File: config.mk
export PLATFORM = sky130hd
export DESIGN_NAME = multicycle_control
export DESIGN_NICKNAME = d
export VERILOG_FILES = /design/src/rtl/multicycle_control.sv
export SDC_FILE = /design/constraint.sdc
export NUM_CORES = 1
export LEC_CHECK = 0
export ABC_AREA = 1
export BUFFER_PORTS_ARGS = -buffer_cell sky130_fd_sc_hd__buf_2
export CORE_UTILIZATION = 46
export CTS_CLUSTER_SIZE = 12
export DETAILED_ROUTE_END_ITERATION = 6
export PLACE_DENSITY = 0.77
export SLEW_MARGIN = 0
export SYNTH_ARGS = -nofsm -noshare
export SYNTH_HDL_FRONTEND = slang
export SYNTH_SLANG_ARGS = --single-unit
File: constraint.sdc
create_clock -name clk -period 2.9 [get_ports clk]
set_input_delay 0 -clock clk [delete_from_list [all_inputs] [get_ports clk]]
set_output_delay 0 -clock clk [all_outputs]
set_load 0.02 [all_outputs]
File: src/rtl/multicycle_control.sv
// Multicycle MIPS main control FSM: sequences fetch/decode/execute/memory/writeback
// and drives the datapath strobes plus the ALU_op class code for the ALU control decoder.
module multicycle_control (
    input  logic       clk,
    input  logic       reset,
    input  logic [5:0] opcode,
    input  logic       mem_ready,
    output logic [1:0] ALU_op,
    output logic       alu_src_a,
    output logic [1:0] alu_src_b,
    output logic [1:0] pc_source,
    output logic       pc_write,
    output logic       pc_write_cond,
    output logic       pc_write_cond_n,
    output logic       i_or_d,
    output logic       mem_read,
    output logic       mem_write,
    output logic       ir_write,
    output logic       reg_write,
    output logic       reg_dst,
    output logic       mem_to_reg,
    output logic       illegal_op,
    output logic [3:0] state
);

    typedef enum logic [3:0] {
        S_FETCH     = 4'd0,
        S_DECODE    = 4'd1,
        S_MEM_ADDR  = 4'd2,
        S_MEM_READ  = 4'd3,
        S_MEM_WB    = 4'd4,
        S_MEM_WRITE = 4'd5,
        S_R_EXEC    = 4'd6,
        S_R_WB      = 4'd7,
        S_BRANCH    = 4'd8,
        S_JUMP      = 4'd9,
        S_ADDI_EXEC = 4'd10,
        S_ADDI_WB   = 4'd11
    } state_t;

    localparam logic [5:0] OP_R    = 6'b000000;
    localparam logic [5:0] OP_J    = 6'b000010;
    localparam logic [5:0] OP_BEQ  = 6'b000100;
    localparam logic [5:0] OP_BNE  = 6'b000101;
    localparam logic [5:0] OP_ADDI = 6'b001000;
    localparam logic [5:0] OP_LW   = 6'b100011;
    localparam logic [5:0] OP_SW   = 6'b101011;

    state_t     r_state;
    state_t     w_next;
    logic [5:0] r_opcode;

    always_ff @(posedge clk) begin
        if (reset) begin
            r_state  <= S_FETCH;
            r_opcode <= '0;
        end else begin
            r_state <= w_next;
            // Later states must use the opcode seen in DECODE, not the live input.
            if (r_state == S_DECODE)
                r_opcode <= opcode;
        end
    end

    always_comb begin
        w_next          = S_FETCH;
        ALU_op          = 2'b00;
        alu_src_a       = 1'b0;
        alu_src_b       = 2'b00;
        pc_source       = 2'b00;
        pc_write        = 1'b0;
        pc_write_cond   = 1'b0;
        pc_write_cond_n = 1'b0;
        i_or_d          = 1'b0;
        mem_read        = 1'b0;
        mem_write       = 1'b0;
        ir_write        = 1'b0;
        reg_write       = 1'b0;
        reg_dst         = 1'b0;
        mem_to_reg      = 1'b0;
        illegal_op      = 1'b0;

        case (r_state)
            S_FETCH: begin
                mem_read  = 1'b1;
                alu_src_b = 2'b01;
                ir_write  = mem_ready;
                pc_write  = mem_ready;
                w_next    = mem_ready ? S_DECODE : S_FETCH;
            end
            S_DECODE: begin
                alu_src_b = 2'b11;
                case (opcode)
                    OP_LW, OP_SW:   w_next = S_MEM_ADDR;
                    OP_R:           w_next = S_R_EXEC;
                    OP_BEQ, OP_BNE: w_next = S_BRANCH;
                    OP_J:           w_next = S_JUMP;
                    OP_ADDI:        w_next = S_ADDI_EXEC;
                    default: begin
                        w_next     = S_FETCH;
                        illegal_op = 1'b1;
                    end
                endcase
            end
            S_MEM_ADDR: begin
                alu_src_a = 1'b1;
                alu_src_b = 2'b10;
                w_next    = (r_opcode == OP_SW) ? S_MEM_WRITE : S_MEM_READ;
            end
            S_MEM_READ: begin
                mem_read = 1'b1;
                i_or_d   = 1'b1;
                w_next   = mem_ready ? S_MEM_WB : S_MEM_READ;
            end
            S_MEM_WB: begin
                reg_write  = 1'b1;
                mem_to_reg = 1'b1;
            end
            S_MEM_WRITE: begin
                mem_write = 1'b1;
                i_or_d    = 1'b1;
                w_next    = mem_ready ? S_FETCH : S_MEM_WRITE;
            end
            S_R_EXEC: begin
                alu_src_a = 1'b1;
                ALU_op    = 2'b10;
                w_next    = S_R_WB;
            end
            S_R_WB: begin
                reg_write = 1'b1;
                reg_dst   = 1'b1;
            end
            S_BRANCH: begin
                alu_src_a       = 1'b1;
                ALU_op          = 2'b01;
                pc_source       = 2'b01;
                pc_write_cond   = (r_opcode == OP_BEQ);
                pc_write_cond_n = (r_opcode != OP_BEQ);
            end
            S_JUMP: begin
                pc_write  = 1'b1;
                pc_source = 2'b10;
            end
            S_ADDI_EXEC: begin
                alu_src_a = 1'b1;
                alu_src_b = 2'b10;
                w_next    = S_ADDI_WB;
            end
            S_ADDI_WB: begin
                reg_write = 1'b1;
            end
            default: w_next = S_FETCH;
        endcase

        // Reset dominates every output, including the state debug port.
        if (reset) begin
            ALU_op          = 2'b00;
            alu_src_a       = 1'b0;
            alu_src_b       = 2'b00;
            pc_source       = 2'b00;
            pc_write        = 1'b0;
            pc_write_cond   = 1'b0;
            pc_write_cond_n = 1'b0;
            i_or_d          = 1'b0;
            mem_read        = 1'b0;
            mem_write       = 1'b0;
            ir_write        = 1'b0;
            reg_write       = 1'b0;
            reg_dst         = 1'b0;
            mem_to_reg      = 1'b0;
            illegal_op      = 1'b0;
        end
        state = reset ? 4'd0 : r_state;
    end

endmodule
== Word-level counts from Yosys, hierarchy flattened ==
Cells that the tools add are included.

* Bits in registers: 10
* Input bits: 9
* Output and inout bits: 22
* Word-level logic and storage cells: 70

* Equal/unequal tests: 20
* Multiplexer cells: 38
* Reductions and logical operators: 10

{| class="wikitable"
|+ Operators by type and width
! cell !! number
|-
| 4-bit case mux with 7 select lines || 1
|-
| 1-bit 2-to-1 mux || 25
|-
| 4-bit case mux with 5 select lines || 1
|-
| 6-bit by 3-bit equality test with 1-bit output (second input constant) || 3
|-
| 6-bit equality test (second input constant) || 3
|-
| 4-bit by 3-bit equality test with 1-bit output (second input constant) || 4
|-
| 4-bit equality test (second input constant) || 4
|-
| 2-bit OR reduction || 5
|-
| 3-bit 2-to-1 mux || 3
|-
| 4-bit by 2-bit equality test with 1-bit output (second input constant) || 2
|-
| 2-bit case mux with 2 select lines || 2
|-
| 7-bit OR reduction || 1
|-
| 6-bit by 2-bit equality test with 1-bit output (second input constant) || 1
|-
| 6-bit by 4-bit equality test with 1-bit output (second input constant) || 1
|-
| 6-bit zero test || 1
|-
| 2-bit 2-to-1 mux || 3
|-
| 6-bit by 3-bit != test with 1-bit output (second input constant) || 1
|-
| 2-bit case mux with 3 select lines || 1
|-
| 4-bit by 1-bit equality test with 1-bit output (second input constant) || 1
|-
| 4-bit zero test || 1
|-
| 4-bit 2-to-1 mux || 1
|-
| 4-bit OR reduction || 1
|-
| 3-bit OR reduction || 1
|-
| 1-bit case mux with 2 select lines || 1
|}

== Logic depth before layout (Yosys ltp) ==
Gate-level depths: netlist of the first run.

* Depth in word-level cells: 5
* Gate-level depth with buffers: 9

== Worst setup path after synthesis of the first run ==
OpenSTA, ideal clock, no wires.

* Path kind: register -> output
* Start point: register r_state[3]
* End point: output port pc_write_cond
* Arrival: 1306 ps
* Data required time: 2900 ps
* Setup slack: 1594 ps
* Stages on the path, launching flop included: 7
* Path buffers: 0
* Cells stage by stage: dfxtp_1 inv_1 nor2_2 nand2_1 nor2_2 inv_1 nor2_1

* Cells in the longest elaborated chain, start to end: 3

{| class="wikitable"
|+ RTL lines
! what !! RTL line !! RTL
|-
| start: declaration || 49 || <nowiki>state_t r_state;</nowiki>
|-
| start signal: assignment || 58 || <nowiki>r_state <= w_next;</nowiki>
|-
| 4-bit equality test || 83 || <nowiki>case (r_state)</nowiki>
|-
| 1-bit 2-to-1 mux || 83 ||
|-
| 1-bit 2-to-1 mux || 156 || <nowiki>if (reset) begin</nowiki>
|-
| end: declaration || 13 || <nowiki>output logic pc_write_cond,</nowiki>
|}

No other way between the ends.

== Final worst setup path of the first run ==
* Start point: register r_state[2]
* End point: output port illegal_op

* Cells in the longest elaborated chain, start to end: 3

{| class="wikitable"
|+ RTL lines
! what !! RTL line !! RTL
|-
| 4-bit by 1-bit equality test with 1-bit output || 83 ||
|-
| 1-bit 2-to-1 mux || 83 ||
|-
| 1-bit 2-to-1 mux || 156 ||
|-
| end: declaration || 22 || <nowiki>output logic illegal_op,</nowiki>
|}

No other way between the ends.

==> results.sh, run 1 <==
export IMPL_status="complete, no violations"
export IMPL_die_w_um=42.8
export IMPL_cts_setup_buffers=0
export IMPL_postCtsHoldBufs=1
export IMPL_critPathMaxFanout=12
export IMPL_vdd_drop_max_mv=0.350
export IMPL_vias=928
export IMPL_hold_viol_final=0
export IMPL_port_buffers=30
export IMPL_io_pins=31
export IMPL_start_kind="flop"
export IMPL_setup_viol=0
export IMPL_whs_ps=13.3
export IMPL_post_route_period_util_pct=52.9
export IMPL_synth_seq_area_share_pct=26.1
export IMPL_synth_seq_cells=10
export IMPL_drtIter0Drc=12
export IMPL_r2r_slack_ps=1660
export IMPL_synth_simple_area_share_pct=50.6
export IMPL_synth_edf_count=0
export IMPL_cp_top_family="simple AND/OR/NAND/NOR gates"
export IMPL_yosys_cell_types_count=21
export IMPL_synth_area_um2=767
export IMPL_drive_above_1_share_pct=24.7
export IMPL_synth_top_family_by_area="simple AND/OR/NAND/NOR gates"
export IMPL_fmax_mhz=652
export IMPL_synth_nets=147
export IMPL_path_cells="nor2_4 > nand2_4 > inv_2 > nand4_1 > a21oi_1 > buf_2"
export IMPL_syn_to_final_growth_pct=25.6
export IMPL_synth_warnings=0
export IMPL_top_layer="met4"
export IMPL_cts_tree="yes"
export IMPL_ys_flop_type="dfxtp_1"
export IMPL_path_clk_slew_ps=70
export IMPL_wl_per_cell_um=9.85
export IMPL_hold_path_class="input pin to flop"
export IMPL_min_from="opcode[3]"
export IMPL_numCtsBuffers=3
export IMPL_worst_path_stages=6
export IMPL_max_stage_delay_ps=370
export IMPL_maxCapViolCount=0
export IMPL_wl_met3_um=82
export IMPL_cts_path_max_buffers=2
export IMPL_grt_start_max_net_pins=22
export IMPL_synth_xor_area_share_pct=0
export IMPL_fin_skew_ps=4.07
export IMPL_reg2reg_to="r_state[3]$_SDFF_PP0_"
export IMPL_ant_nets=0
export IMPL_grt_util_all_layers_pct=22.8
export IMPL_power_uw=347
export IMPL_worstSetupPathType="flop to output port"
export IMPL_regArea_um2=200
export IMPL_slew_viol_final=0
export IMPL_fillers=166
export IMPL_die_y_um=42.8
export IMPL_floorplan_initialDensity_pct=50.3
export IMPL_crit_buf_inv=2
export IMPL_grt_pass1_wl_um=3240
export IMPL_syn_area_per_cell_um2=5.56
export IMPL_cts_htree_levels=1
export IMPL_rows=14
export IMPL_total_leakage_power_uw=0.000564
export IMPL_endpoint_kind="output port"
export IMPL_gr_total_overflow=0
export IMPL_hpwl_um=1440
export IMPL_synth_compound_area_share_pct=10.9
export IMPL_timing_critical_path_to="illegal_op"
export IMPL_diodes=0
export IMPL_timing_final_crit_period_ps=1530
export IMPL_dr_pass1_iters=4
export IMPL_post_synth_fa_ha_maj_area_fraction_pct=0
export IMPL_dp_cells=181
export IMPL_drc_errors=0
export IMPL_critPathSlowestCell="dfxtp_1"
export IMPL_worst_pin_slew_ps=355
export IMPL_ctsResizeCount=0
export IMPL_clock_latency_ps=260
export IMPL_slew_headroom_pct=76.4
export IMPL_drt_met1_wl_um=923
export IMPL_stdcell_count=186
export IMPL_rsz0062_at_grt="false"
export IMPL_root_buffer="clkbuf_4"
export IMPL_tns_ps=0
export IMPL_ff2ff_path_depth=7
export IMPL_antenna_found_initial=0
export IMPL_die_area_um2=1830
export IMPL_crit_start="r_state[2]$_SDFF_PP0_"
export IMPL_r2r_start="r_state[2]$_SDFF_PP0_"
export IMPL_multi_input_area_um2=472
export IMPL_wl_met2_um=811
export IMPL_nets=180
export IMPL_cp_data_arrival_time_ps=1530
export IMPL_via_per_inst=4.99
export IMPL_cts_sinks=10
export IMPL_grt_pass1_vias=787
export IMPL_finalWirelength_um=1830
export IMPL_post_route_util_pct=63.2
export IMPL_ys_async_sr_fraction_pct=0
export IMPL_muxShareOfSynthArea_pct=0
export IMPL_synthCells=138
export IMPL_power_density_nw_per_um2=360
export IMPL_cp_required_ps=2900
export IMPL_gp_congestion=0.875
export IMPL_core_um2=1520
-- kinds of logic (layout without fill, tap and decap cells) --
logic type	after synthesis	count (layout)
and+or+nand+nor	89	89
buffers and inverters	23	55
AOI/OAI and AO/OA	16	16
DFF	10	10
-- metal layers --
metal,GRT usage (%),vias up
li1,-,499
met1,31.3,402
met2,35.2,25
met3,5.11,2
met4,7.50,0
met5,0,-
-- layout make-up --
cell class                      count  share of cell area (%)
Clock buffer                        4                    3.77
Inverter                           20                    7.79
Multi-Input combinational cell    105                    49.0
Sequential cell                    10                    20.8
Tap cell                           16                    2.08
Timing Repair Buffer               31                    16.6
-- worst min-delay path by stage --
stage                                           to  slack (ps)  depth (start not counted)
after detailed placement  r_opcode[4]$_SDFFE_PP0P_         280                          3
after floorplan                          ALU_op[0]          50                          1
after global placement    r_opcode[4]$_SDFFE_PP0P_         270                          3
final                     r_opcode[3]$_SDFFE_PP0P_          10                          3
after CTS                 r_opcode[3]$_SDFFE_PP0P_           8                          3
after global routing      r_opcode[3]$_SDFFE_PP0P_          30                          3
-- registers in the layout, summed over array words and instances (netlist names) --
name / cells
r_opcode: 6
r_state: 4
-- where the power goes --
group / switching (µW) / internal (µW)
logic: 46.0 / 22.6
clock network: 51.0 / 76.1
registers: 5.66 / 145
-- synthesized netlist by cell type, types with 2 or more instances --
cell type	count	share of area, %
nor2_2	3	2.4
inv_1	17	8.3
inv_2	2	0.98
dfxtp_1	10	26
nand3_1	10	6.5
nor2_1	37	18
nor2_4	2	2.9
nand2_1	32	16
nand4_1	2	1.6
a21oi_1	8	5.2
o21ai_0	5	3.3
-- worst register-to-register path, delay by kind of cell (launching register included) --
kind                   cells  cell delay [ps]
AND/OR/NAND/NOR            6              770
flip-flops                 1              370
buffers and inverters      1               50
-- stage by stage --
step                      worst slack (ps)  cell area [µm²]
after CTS                             1370              963
after detailed placement              1660              917
after global routing                  1170              963
after global placement                1680              917
final                                 1370              963
after floorplan                       1590              767
-- layout by cell type, fill, tap and decap left out, drive strengths merged --
cell type	n
nor2	42
dfxtp	10
nand3	10
nor4	1
nand2	33
a211oi	1
clkbuf	4
nand4	2
inv	19
buf	30
clkinv	1
a21oi	8
dlygate4sd3	1
nand3b	1
o21ai	6
a31oi	1
No activity file was read; power rests on OpenSTA's default activity.
==> run 2: changes to the inputs <==
==> constraint.sdc (replaced) <==
create_clock -name clk -period 1.57 [get_ports clk]
set_input_delay 0 -clock clk [delete_from_list [all_inputs] [get_ports clk]]
set_output_delay 0 -clock clk [all_outputs]
set_load 0.02 [all_outputs]
==> results.sh, run 2 (synthesized netlist as in run 1, its figures left out) <==
export IMPL_drc_errors=0
export IMPL_syn_to_final_growth_pct=32.1
export IMPL_endpoint_kind="output port"
export IMPL_clockPowerShare_pct=35.9
export IMPL_post_route_period_util_pct=95.0
export IMPL_clock_latency_ps=260
export IMPL_port_buffers=30
export IMPL_worst_pin_slew_ps=355
export IMPL_cp_required_ps=1570
export IMPL_numCtsBuffers=3
export IMPL_tns_ps=0
export IMPL_hold_path_class="input pin to flop"
export IMPL_r2r_slack_ps=330
export IMPL_place_area_um2=917
export IMPL_stdcell_count=190
export IMPL_combPwrFrac_pct=21.1
export IMPL_antenna_found_initial=0
export IMPL_grt_util_all_layers_pct=22.8
export IMPL_p_int_uw=456
export IMPL_cp_data_arrival_time_ps=1490
export IMPL_power_switching_share_pct=29.9
export IMPL_die_w_um=42.8
export IMPL_start_kind="flop"
export IMPL_reg_largest_list="r_opcode (6), r_state (4)"
export IMPL_drive_above_1_share_pct=29.9
export IMPL_setup_viol=0
export IMPL_timing_final_crit_period_ps=1490
export IMPL_regMostFlops="r_opcode"
export IMPL_hold_viol_final=0
export IMPL_gr_total_overflow=0
export IMPL_multi_input_area_um2=480
export IMPL_hpwl_um=1440
export IMPL_grt_start_max_net_pins=22
export IMPL_timing_critical_path_to="alu_src_b[1]"
export IMPL_slew_headroom_pct=76.3
export IMPL_fmax_mhz=670
export IMPL_core_um2=1520
export IMPL_crit_start="r_state[1]$_SDFF_PP0_"
export IMPL_grt_pass1_vias=787
export IMPL_via_per_inst=5.08
export IMPL_dr_pass1_iters=4
export IMPL_rows=14
export IMPL_ff2ff_path_depth=8
export IMPL_fillers=150
export IMPL_critPathMaxFanout=4
export IMPL_cts_path_max_buffers=2
export IMPL_mostFrequentLayoutCell="nor2_1"
export IMPL_cts_tree="yes"
export IMPL_vdd_drop_max_mv=0.660
export IMPL_slew_viol_final=0
export IMPL_io_pins=31
export IMPL_p_seq_share_pct=43.0
export IMPL_fin_ws_ps=77.9
export IMPL_maxCapViolCount=0
export IMPL_nets=184
export IMPL_path_clk_slew_ps=70
export IMPL_status="complete, no violations"
export IMPL_wl_per_cell_um=10.5
export IMPL_vias=965
export IMPL_power_switching_uw=195
export IMPL_grt_pass1_wl_um=3240
export IMPL_gp_congestion=0.875
export IMPL_power_uw=651
export IMPL_diodes=0
export IMPL_fin_skew_ps=1.46
export IMPL_dp_worst_setup_slack_ps=328
export IMPL_largest_register_ffs=6
export IMPL_die_y_um=42.8
export IMPL_ant_nets=0
export IMPL_final_area_um2=1010
export IMPL_worstSetupPathType="flop to output port"
export IMPL_root_buffer="clkbuf_4"
export IMPL_drtIter0Drc=31
export IMPL_cts_sinks=10
export IMPL_power_density_nw_per_um2=643
export IMPL_r2r_start="r_state[0]$_SDFF_PP0_"
export IMPL_finalWirelength_um=1990
export IMPL_total_leakage_power_uw=0.000581
export IMPL_die_area_um2=1830
export IMPL_dp_cells=181
export IMPL_floorplan_initialDensity_pct=50.3
export IMPL_cts_htree_levels=1
export IMPL_reg2reg_to="r_state[3]$_SDFF_PP0_"
export IMPL_layout_common_cells="35 x nor2_1, 32 x nand2_1, 29 x buf_2, 17 x inv_1, 10 x nand3_1"
export IMPL_regArea_um2=204
run 2: critical path, cell delays in order (launching register included):
cell	delay, ps
dfxtp_1	430
inv_1	90
nor2_2	160
nand2_1	130
a31oi_1	230
buf_2	200
run 2: routing by layer:
metal	wire length [µm]	GRT usage (%)
met1	904	31.3
met4	15	7.50
met3	170	5.11
met2	899	35.2
met5	0	0
run 2: cell type report:
cell class | count | area share, %
Clock buffer | 4 | 3.58
Inverter | 20 | 7.90
Multi-Input combinational cell | 105 | 47.4
Sequential cell | 10 | 20.1
Tap cell | 16 | 1.98
Timing Repair Buffer | 35 | 19.0
run 2: stage by stage:
| stage | utilization, % | hold WS [ps] |
|---|---|---|
| after floorplan | - | 54.9 |
| after global placement | 60.2 | 267 |
| after detailed placement | 60.2 | 276 |
| after CTS | 63.2 | 8.05 |
| after global routing | 66.5 | 30.7 |
| final | 66.5 | 15.2 |
run 2: power by group through the flow:
stage	sequential (µW)	clock [µW]	combinational, µW
floorplan	282	0	89.1
global placement	284	0	122
detailed placement	284	0	124
CTS	279	235	126
global route	282	255	154
finish	280	234	138
run 2: worst min-delay path by stage:
stage,from,endpoint,cells after the start
4_1_cts,opcode[3],r_opcode[3]$_SDFFE_PP0P_,3
2_1_floorplan,reset,ALU_op[0],1
3_5_place_dp,opcode[4],r_opcode[4]$_SDFFE_PP0P_,3
6_report,opcode[3],r_opcode[3]$_SDFFE_PP0P_,3
3_3_place_gp,opcode[4],r_opcode[4]$_SDFFE_PP0P_,3
5_1_grt,opcode[3],r_opcode[3]$_SDFFE_PP0P_,3
run 2: what timing repair did:
action                                 in CTS  in global routing
setup buffers                               0                  4
setup endpoints to repair                   0                  5
hold buffers                                1                  0
endpoints found under the hold margin       1                  0
gates resized for setup                     0                  9
